### src/rtl/uart_pkg.sv
// Shared types and helpers for the parametrised echo UART.
// State encodings, parity modes and elaboration-time divisor arithmetic.
package uart_pkg;

  localparam int MAX_DATA_BITS = 9;

  typedef enum logic [1:0] {
    PARITY_NONE = 2'd0,
    PARITY_ODD  = 2'd1,
    PARITY_EVEN = 2'd2
  } parity_e;

  typedef enum logic [2:0] {
    RX_IDLE,
    RX_START,
    RX_DATA,
    RX_PARITY,
    RX_STOP,
    RX_BREAK_WAIT
  } rx_state_e;

  typedef enum logic [2:0] {
    TX_IDLE,
    TX_START,
    TX_DATA,
    TX_PARITY,
    TX_STOP
  } tx_state_e;

  // Clocks per bit, rounded to nearest.
  function automatic int calc_div(input int clk_hz, input int baud);
    return (clk_hz + baud / 2) / baud;
  endfunction

  // Data is zero-extended, which leaves the XOR reduction unchanged.
  function automatic logic parity_bit(input logic [MAX_DATA_BITS-1:0] data, input parity_e mode);
    case (mode)
      PARITY_ODD:  return ~(^data);
      PARITY_EVEN: return ^data;
      default:     return 1'b0;
    endcase
  endfunction

endpackage

### src/rtl/uart_rx_fsm.sv
// UART receiver: 2-flop synchroniser, mid-bit sampling FSM and error pulses.
// Emits each good word with a single-cycle rx_valid strobe.
module uart_rx_fsm
  import uart_pkg::*;
#(
  parameter int CLK_HZ    = 50000000,
  parameter int BAUD      = 9600,
  parameter int DATA_BITS = 8,
  parameter int PARITY    = 0
) (
  input  logic                 clk,
  input  logic                 rst,
  input  logic                 rs232_rx,
  output logic [DATA_BITS-1:0] rx_data,
  output logic                 rx_valid,
  output logic                 err_frame,
  output logic                 err_parity
);

  localparam int DIV = calc_div(CLK_HZ, BAUD);
  localparam int CW  = $clog2(DIV);
  localparam logic [CW-1:0] BIT_LAST  = CW'(DIV - 1);
  localparam logic [CW-1:0] HALF_LAST = CW'(DIV / 2 - 1);
  localparam parity_e PMODE = parity_e'(2'(PARITY));

  logic                 rx_meta, rx_sync, rx_prev;
  rx_state_e            state;
  logic [CW-1:0]        cnt;
  logic [3:0]           bit_idx;
  logic [DATA_BITS-1:0] shreg;
  logic                 par_err;
  logic                 bit_tick;

  assign bit_tick = (cnt == BIT_LAST);
  assign rx_data  = shreg;

  always_ff @(posedge clk) begin
    if (rst) begin
      rx_meta    <= 1'b1;
      rx_sync    <= 1'b1;
      rx_prev    <= 1'b1;
      state      <= RX_IDLE;
      cnt        <= '0;
      bit_idx    <= '0;
      shreg      <= '0;
      par_err    <= 1'b0;
      rx_valid   <= 1'b0;
      err_frame  <= 1'b0;
      err_parity <= 1'b0;
    end else begin
      rx_meta    <= rs232_rx;
      rx_sync    <= rx_meta;
      rx_prev    <= rx_sync;
      rx_valid   <= 1'b0;
      err_frame  <= 1'b0;
      err_parity <= 1'b0;
      case (state)
        RX_IDLE: begin
          if (rx_prev && !rx_sync) begin
            state   <= RX_START;
            cnt     <= '0;
            par_err <= 1'b0;
          end
        end
        RX_START: begin
          // A start bit that is high again by mid-bit was a glitch.
          if (cnt == HALF_LAST) begin
            cnt     <= '0;
            bit_idx <= '0;
            state   <= rx_sync ? RX_IDLE : RX_DATA;
          end else begin
            cnt <= cnt + 1'b1;
          end
        end
        RX_DATA: begin
          if (bit_tick) begin
            cnt   <= '0;
            shreg <= {rx_sync, shreg[DATA_BITS-1:1]};
            if (bit_idx == 4'(DATA_BITS - 1))
              state <= (PMODE == PARITY_NONE) ? RX_STOP : RX_PARITY;
            else
              bit_idx <= bit_idx + 1'b1;
          end else begin
            cnt <= cnt + 1'b1;
          end
        end
        RX_PARITY: begin
          if (bit_tick) begin
            cnt     <= '0;
            par_err <= (rx_sync != parity_bit(MAX_DATA_BITS'(shreg), PMODE));
            state   <= RX_STOP;
          end else begin
            cnt <= cnt + 1'b1;
          end
        end
        RX_STOP: begin
          // Framing error outranks parity error.
          if (bit_tick) begin
            cnt <= '0;
            if (!rx_sync) begin
              err_frame <= 1'b1;
              state     <= RX_BREAK_WAIT;
            end else if (par_err) begin
              err_parity <= 1'b1;
              state      <= RX_IDLE;
            end else begin
              rx_valid <= 1'b1;
              state    <= RX_IDLE;
            end
          end else begin
            cnt <= cnt + 1'b1;
          end
        end
        RX_BREAK_WAIT: begin
          if (!rx_sync) begin
            cnt <= '0;
          end else if (bit_tick) begin
            cnt   <= '0;
            state <= RX_IDLE;
          end else begin
            cnt <= cnt + 1'b1;
          end
        end
        default: state <= RX_IDLE;
      endcase
    end
  end

endmodule

### src/rtl/uart_echo_param.sv
// Echo UART top: receiver, RX FIFO and transmitter re-sending buffered words.
// rx_valid is a push strobe with no back-pressure; a push into a full FIFO is dropped.
module uart_echo_param
  import uart_pkg::*;
#(
  parameter int CLK_HZ     = 50000000,
  parameter int BAUD       = 9600,
  parameter int DATA_BITS  = 8,
  parameter int PARITY     = 0,
  parameter int STOP_BITS  = 1,
  parameter int FIFO_DEPTH = 16
) (
  input  logic                          clk,
  input  logic                          rst,
  input  logic                          rs232_rx,
  output logic                          rs232_tx,
  input  logic                          echo_en,
  output logic                          tx_busy,
  output logic [$clog2(FIFO_DEPTH):0]   fifo_level,
  output logic                          err_frame,
  output logic                          err_parity,
  output logic                          err_overflow
);

  localparam int DIV = calc_div(CLK_HZ, BAUD);
  localparam int CW  = $clog2(DIV);
  localparam int AW  = $clog2(FIFO_DEPTH);
  localparam logic [CW-1:0] BIT_LAST = CW'(DIV - 1);
  localparam parity_e PMODE = parity_e'(2'(PARITY));

  logic [DATA_BITS-1:0] rx_data;
  logic                 rx_valid;

  uart_rx_fsm #(
    .CLK_HZ    (CLK_HZ),
    .BAUD      (BAUD),
    .DATA_BITS (DATA_BITS),
    .PARITY    (PARITY)
  ) u_rx (
    .clk        (clk),
    .rst        (rst),
    .rs232_rx   (rs232_rx),
    .rx_data    (rx_data),
    .rx_valid   (rx_valid),
    .err_frame  (err_frame),
    .err_parity (err_parity)
  );

  logic [DATA_BITS-1:0] mem [FIFO_DEPTH];
  logic [AW-1:0]        wr_ptr, rd_ptr;
  logic [AW:0]          count;
  logic                 full, empty, pop, do_push;

  assign full       = (count == (AW+1)'(FIFO_DEPTH));
  assign empty      = (count == '0);
  // Pop is evaluated first, so a full FIFO still accepts a same-cycle push.
  assign do_push    = rx_valid && (!full || pop);
  assign fifo_level = count;

  always_ff @(posedge clk) begin
    if (do_push) mem[wr_ptr] <= rx_data;
  end

  always_ff @(posedge clk) begin
    if (rst) begin
      wr_ptr       <= '0;
      rd_ptr       <= '0;
      count        <= '0;
      err_overflow <= 1'b0;
    end else begin
      err_overflow <= rx_valid && full && !pop;
      if (do_push) wr_ptr <= wr_ptr + 1'b1;
      if (pop)     rd_ptr <= rd_ptr + 1'b1;
      case ({do_push, pop})
        2'b10:   count <= count + 1'b1;
        2'b01:   count <= count - 1'b1;
        default: count <= count;
      endcase
    end
  end

  tx_state_e            tx_state;
  logic [CW-1:0]        tx_cnt;
  logic [3:0]           tx_idx;
  logic [DATA_BITS-1:0] tx_shift;
  logic                 tx_par;
  logic                 stop_idx;
  logic                 tx_tick, last_stop;

  assign tx_tick   = (tx_cnt == BIT_LAST);
  assign last_stop = (tx_state == TX_STOP) && tx_tick && (stop_idx == 1'(STOP_BITS - 1));
  // Popping at the end of the last stop bit gives gap-free back-to-back frames.
  assign pop       = echo_en && !empty && ((tx_state == TX_IDLE) || last_stop);

  always_ff @(posedge clk) begin
    if (rst) begin
      tx_state <= TX_IDLE;
      tx_cnt   <= '0;
      tx_idx   <= '0;
      tx_shift <= '0;
      tx_par   <= 1'b0;
      stop_idx <= 1'b0;
      rs232_tx <= 1'b1;
      tx_busy  <= 1'b0;
    end else if (pop) begin
      tx_state <= TX_START;
      tx_cnt   <= '0;
      tx_shift <= mem[rd_ptr];
      tx_par   <= parity_bit(MAX_DATA_BITS'(mem[rd_ptr]), PMODE);
      rs232_tx <= 1'b0;
      tx_busy  <= 1'b1;
    end else begin
      case (tx_state)
        TX_IDLE: begin
          rs232_tx <= 1'b1;
          tx_busy  <= 1'b0;
        end
        TX_START: begin
          if (tx_tick) begin
            tx_cnt   <= '0;
            tx_idx   <= '0;
            tx_state <= TX_DATA;
            rs232_tx <= tx_shift[0];
          end else begin
            tx_cnt <= tx_cnt + 1'b1;
          end
        end
        TX_DATA: begin
          if (tx_tick) begin
            tx_cnt   <= '0;
            tx_shift <= tx_shift >> 1;
            if (tx_idx == 4'(DATA_BITS - 1)) begin
              stop_idx <= 1'b0;
              if (PMODE == PARITY_NONE) begin
                tx_state <= TX_STOP;
                rs232_tx <= 1'b1;
              end else begin
                tx_state <= TX_PARITY;
                rs232_tx <= tx_par;
              end
            end else begin
              tx_idx   <= tx_idx + 1'b1;
              rs232_tx <= tx_shift[1];
            end
          end else begin
            tx_cnt <= tx_cnt + 1'b1;
          end
        end
        TX_PARITY: begin
          if (tx_tick) begin
            tx_cnt   <= '0;
            stop_idx <= 1'b0;
            tx_state <= TX_STOP;
            rs232_tx <= 1'b1;
          end else begin
            tx_cnt <= tx_cnt + 1'b1;
          end
        end
        TX_STOP: begin
          if (tx_tick) begin
            tx_cnt <= '0;
            if (stop_idx == 1'(STOP_BITS - 1)) begin
              tx_state <= TX_IDLE;
              tx_busy  <= 1'b0;
            end else begin
              stop_idx <= 1'b1;
            end
          end else begin
            tx_cnt <= tx_cnt + 1'b1;
          end
        end
        default: tx_state <= TX_IDLE;
      endcase
    end
  end

endmodule
### config.mk
export PLATFORM = sky130hd
export DESIGN_NAME = uart_echo_param
export DESIGN_NICKNAME = d
export VERILOG_FILES = /design/src/rtl/uart_pkg.sv /design/src/rtl/uart_rx_fsm.sv /design/src/rtl/uart_echo_param.sv
export SDC_FILE = /design/constraint.sdc
export NUM_CORES = 1
export LEC_CHECK = 0
export CAP_MARGIN = 10
export CORE_ASPECT_RATIO = 0.7
export CORE_UTILIZATION = 25
export CTS_CLUSTER_DIAMETER = 40
export DETAILED_ROUTE_END_ITERATION = 10
export GPL_ROUTABILITY_DRIVEN = 1
export MAX_ROUTING_LAYER = met4
export PLACE_DENSITY = 0.47
export SKIP_CTS_REPAIR_TIMING = 1
export SLEW_MARGIN = 40
export SYNTH_ARGS = -nofsm -noshare
export SYNTH_HDL_FRONTEND = slang
export SYNTH_SLANG_ARGS = --single-unit
### constraint.sdc
create_clock -name clk -period 4.1 [get_ports clk]
set_input_delay 0.41 -clock clk [delete_from_list [all_inputs] [get_ports clk]]
set_output_delay 0.41 -clock clk [all_outputs]
set_load 0.02 [all_outputs]
Yosys cells after proc, flatten, opt, wreduce, memory -nomap -nowiden --
Memories as Yosys holds them, arrays and structs flattened. A register that Yosys moved wholly into a read port is not among the register bits. Index checks and enable logic that the tools add are counted.
Operators by class: bitwise gates (word level) 6, add/subtract/negate cells 8, equal/unequal tests 41, muxes and demuxes 66, reductions and logical operators 44
Operator list (number):
- 13-bit 2-to-1 mux | 5
- 13-bit case mux with 4 select lines | 1
- 3-bit 2-to-1 mux | 15
- 4-bit 2-to-1 mux | 8
- 13-bit by 1-bit adder with 13-bit output, second input constant | 2
- 13-bit equality test, second input constant | 2
- 1-bit 2-to-1 mux | 24
- 8-bit 2-to-1 mux | 3
- 2-bit != test, second input constant | 9
- 3-bit != test, second input constant | 6
- 3-bit case mux with 6 select lines | 1
- 4-bit by 1-bit adder with 4-bit output, second input constant | 4
- 2-bit by 1-bit != test with 1-bit output, second input constant | 8
- 4-bit case mux with 2 select lines | 2
- 3-bit case mux with 5 select lines | 1
- 7-bit AND reduction | 2
- 13-bit by 12-bit equality test with 1-bit output, second input constant | 1
- 3-bit by 2-bit equality test with 1-bit output, second input constant | 4
- 2-bit nonzero test | 6
- 5-bit case mux with 2 select lines | 1
- 3-bit equality test, second input constant | 3
- 4-bit by 3-bit equality test with 1-bit output, second input constant | 2
- 1-bit logical AND | 8
- 4-bit AND reduction | 2
- other kinds (27) | 45
Word-level totals: output and inout port bits 10, input bits 4, memories 1, logic and storage cells 189, RAM bits 128, bits in registers 80
Memories:
- mem | depth 16, bits a word 8, read ports 1, clocked after memory_dff 1, wr ports 1, line uart_echo_param.sv:49 | logic [DATA_BITS-1:0] mem [FIFO_DEPTH];

Logic depth before layout (Yosys ltp) --
depth after elaboration 9, depth in mapped cells 11, mapped depth without buffers 11

Cells and area by module --
Synthesis repeated with hierarchy kept, for this count alone.
Unflattened totals: cell total of the unflattened synthesis 713, area, all modules 9076.2 um^2
By module, submodules not included:
- uart_echo_param | cells an instance 499, sequential area each 4804.6 um^2, times used 1, area an instance 7294.5 um^2
- uart_rx_fsm | cells an instance 214, sequential area each 700.7 um^2, times used 1, area an instance 1781.7 um^2

Least setup slack after synthesis --
No wires, ideal clock.
path type flip-flop to flip-flop, start point register tx_cnt[7], end point register count[4], in the netlist fifo_level[4], setup slack 993 ps, stages on the path, launching flop included 11, library setup time 122 ps, data required time 3978 ps, arrival 2986 ps, path buffers 0, clock period less this slack 3107 ps, cell sequence dfxtp_1 -> or4b_4 -> o31a_1 -> nor2_2 -> xor2_1 -> ha_1 -> o41ai_1 -> a21oi_1 -> nor4b_1 -> o22ai_1 -> a221o_1
On the way: longest elaborated chain between the ends 9, elaborated cells between the ends (all ways) 11, classes of those cells eq/ne: 3; mux: 1; reduce/logical: 7
Ends and longest elaborated chain:
- from (decl) | line uart_echo_param.sv:83 | logic [CW-1:0] tx_cnt;
- from (signal assigned) | line uart_echo_param.sv:125 | tx_cnt <= tx_cnt + 1'b1;
- from (signal assigned) | line uart_echo_param.sv:146 | tx_cnt <= tx_cnt + 1'b1;
- from (signal assigned) | line uart_echo_param.sv:156 | tx_cnt <= tx_cnt + 1'b1;
- 13-bit equality test (*) | line uart_echo_param.sv:90 | assign tx_tick = (tx_cnt == BIT_LAST);
- 1-bit logical AND (*) (2 in series) | line uart_echo_param.sv:91 | assign last_stop = (tx_state == TX_STOP) && tx_tick && (stop_idx == 1'(STOP_BITS - 1));
- 1-bit logical OR (*) | line uart_echo_param.sv:93 | assign pop = echo_en && !empty && ((tx_state == TX_IDLE) || last_stop);
- 1-bit logical AND (*) | line uart_echo_param.sv:93
- 1-bit logical OR | line uart_echo_param.sv:57 | assign do_push = rx_valid && (!full || pop);
- 1-bit logical AND | line uart_echo_param.sv:57
- 2-bit by 1-bit equality test with 1-bit output or 2-bit equality test (tied branches) | line uart_echo_param.sv:74 | case ({do_push, pop})
- 5-bit case mux with 2 select lines or 2-bit nonzero test (tied branches)
- to (signal assigned) | line uart_echo_param.sv:75 | 2'b10: count <= count + 1'b1;
- to (signal assigned) | line uart_echo_param.sv:76 | 2'b01: count <= count - 1'b1;
- to (signal assigned) | line uart_echo_param.sv:77 | default: count <= count;
- to (decl) | line uart_echo_param.sv:51 | logic [AW:0] count;
Every way passes the cells marked *; elsewhere a longest branch is shown, timed or not. A chain may end at the register's enable or synchronous reset.

Final worst setup path --
Ends and elaborated chain as after synthesis.

==> flow_summary.toml <==
[synthesis]
synth_edf_count = 128
yosys.area.top_type = "edfxtp_1"
ys_ff_latch = 211
yosysUniqueCellTypes = 66
synth_top_cell_area_share_pct = 43.0
synth_area_leaders = "edfxtp_1, dfxtp_1, mux4_2"
ys_async_sr_fraction_pct = 0
syn-num-nets = 683
yosysSeqAreaShare_pct = 61.6
synthesis.area_sq_um = 8930
synthFlopType = "edfxtp_1"
syn_area_per_cell_sq_um = 13.4
syn_inst = 668
ys_warn_count = 0

[clock_network]
insertion_delay_ns = 0.53
cts_tree = "done"
htreeDepth = 1
clk_pin_slew_worst_paths_ns = 0.06
cts-root-buf = "clkbuf_16"
cts-buffers-inserted = 26
cts_sinks = 211
cts_buffer_depth = 3

[setup_path]
slowest_stage = "or4b_4"
required_ns = 4.51
critPathTopFamily = "compound AO/OA/AOI/OAI gates"
end_kind = "flip-flop"
worstPathCellList = "or4b_4 > o31a_1 > nor2_2 > xor2_1 > ha_1 > o41ai_1 > a21oi_1 > nor4b_1 > o22ai_1 > a221o_1"
crit_path_max_incr_delay_ns = 0.60
cp.arrival_ns = 3.64
cp-start-kind = "flip-flop"
cp_max_fo = 7
cp.buffers_inverters = 0
crit_type = "reg -> reg"

[place]
dpl_worst_slack_ns = 0.810
io_buffers = 13
gp_congestion = 0.741
place_hpwl_mm = 12.7

[cells_and_area]
synthToLayoutAreaGrowth_pct = 18.6
seq_area_sq_um = 5510
fin_nets = 714
n_fill_cell = 3552
multiInputGateArea_sq_um = 3270
drive_gt1_share_pct = 18.4
n_antenna_cell = 0
final_util_pct = 30.3

[worst_hold_path]
hold_class = "reg -> reg"

[die]
initial_core_util_pct = 25.6
die_h_um = 160
ios = 14
rows = 57
fp.dieW_um = 228
core_sq_um = 34900
die-area_sq_um = 36500

[job]
cap_violations = 0

[timing]
clock_skew_ns = 0.0104
whs_ns = 0.418
tightest_slew_ns = 0.783
timing.final.crit_share_pct = 78.8
slew_violations = 0
rsz0062_at_grt = "false"
timing.final.crit_period_ns = 3.23
slew_headroom_pct = 47.7
finalWorstSetupSlack_ns = 0.869
hold_violations = 0
setup_viol = 0
final.setup.tns_ns = 0
fmax_ghz = 0.309

[routing]
drc = 0
drt_iter0_markers = 508
wl_mm = 19.6
ant_nets = 0
via_per_inst = 4.53
detail_route.wl_per_cell_um = 16.5
dr.pass1.iters = 5
vias = 5386

[global_routing]
antenna_found_initial = 0
grt_pass1_wl_mm = 30.6
grt_pass1_vias = 5140
grt-ovfl-total = 0
grt_usage_pct = 11.0
grt_max_degree = 50

[power]
power_mw = 5.62
p_per_area_nw_per_um2 = 530
leakage_nw = 3.32
ir_drop_mv = 0.256

[status]
outcome = "completed"
[power breakdown]
part	internal (mW)	switching, mW
Clock	1.42	0.914
Sequential	2.32	0.115
Combinational	0.394	0.458
[Yosys cell counts (3+ instances only)]
library cell,number
a211o_1,3
a211oi_1,9
a21oi_1,22
a311oi_1,3
a31oi_1,3
and3_1,5
and4bb_2,3
buf_1,6
buf_2,5
clkbuf_1,20
dfxtp_1,83
edfxtp_1,128
ha_1,11
inv_1,13
mux2_2,3
mux2i_1,17
mux4_2,39
nand2_1,31
nand2b_1,6
nand3_1,20
nand4_1,8
nor2_1,77
nor2b_1,7
nor3_1,27
nor3b_1,4
nor4_1,6
nor4b_1,6
o21a_1,3
o21ai_0,15
o31ai_1,3
or2_2,6
or3_1,3
xnor2_1,19
xor2_1,12
[worst reg2reg max path: stages, from the launching register on]
cell	delay [ns]
dfxtp_1	0.36
or4b_4	0.60
o31a_1	0.44
nor2_2	0.18
xor2_1	0.09
ha_1	0.24
o41ai_1	0.32
a21oi_1	0.10
nor4b_1	0.31
o22ai_1	0.13
a221o_1	0.36
[cells in the final DEF, fill, tap and decap left out, types with 7 or more instances in the layout]
cell type / count
ha_1: 11
clkdlybuf4s50_1: 12
nand4_1: 8
mux2i_1: 17
nor2_1: 76
inv_1: 13
xor2_1: 12
xnor2_1: 19
nand2_1: 31
nor2b_1: 7
o21ai_0: 15
dfxtp_1: 80
a211oi_1: 9
a21oi_1: 22
mux4_2: 39
nand3_1: 20
clkbuf_16: 27
nor3_1: 27
buf_4: 20
edfxtp_1: 128
[worst paths after layout]
check / end / depth (start not counted) / slack [ns] / from
hold reg to reg: u_rx.rx_sync / 1 / 0.42 / u_rx.rx_meta
setup / recovery: fifo_level[4] / 10 / 0.87 / tx_cnt[7]
hold / removal: u_rx.rx_sync / 1 / 0.42 / u_rx.rx_meta
setup reg to reg: fifo_level[4] / 10 / 0.87 / tx_cnt[7]
[logic make-up (layout without fill, tap and decap cells)]
family	Yosys count	count (layout)	share of synthesized area [%]
AO/OA/AOI/OAI	85	85	6.54
adder cells (fa/ha/maj)	11	11	1.54
buffers and inverters	45	95	1.96
flip-flops	211	211	61.6
XOR/XNOR	31	31	3.04
multiplexers	59	59	12.1
AND/OR/NAND/NOR	226	226	13.2
[metrics by stage]
stage / cell area [sq um] / std cells
finish: 10600 / 1190
global route: 10600 / 1190
detailed placement: 9690 / 1143
global placement: 9680 / 1142
floorplan: 8930 / 668
CTS: 10600 / 1190
[area by class of cell]
| class | instances | share of cell area [%] |
|---|---|---|
| clock buffer | 34 | 7.04 |
| clock inverter | 13 | 1.35 |
| inverter | 14 | 0.496 |
| multi-input combinational | 412 | 30.9 |
| sequential | 211 | 52.0 |
| tap | 472 | 5.58 |
| timing repair buffer | 34 | 2.65 |
[state kept, by name, indices dropped and copies added, names as in the netlist, 3 cells and up, named ones only]
| register | count |
|---|---|
| mem | 128 |
| tx_cnt | 13 |
| u_rx.cnt | 13 |
| tx_shift | 8 |
| u_rx.rx_data | 8 |
| fifo_level | 5 |
| rd_ptr | 4 |
| tx_idx | 4 |
| u_rx.bit_idx | 4 |
| wr_ptr | 4 |
| tx_state | 3 |
| u_rx.state | 3 |
[routing by layer]
layer / global-route usage, % / vias to the layer above / part of all wire (%)
li1: - / 2608 / -
met1: 17.5 / 2643 / 55
met2: 13.7 / 110 / 38
met3: 2.57 / 25 / 5.0
met4: 2.35 / 0 / 1.4
met5: - / - / 0
(Power assumes the default switching activity.)
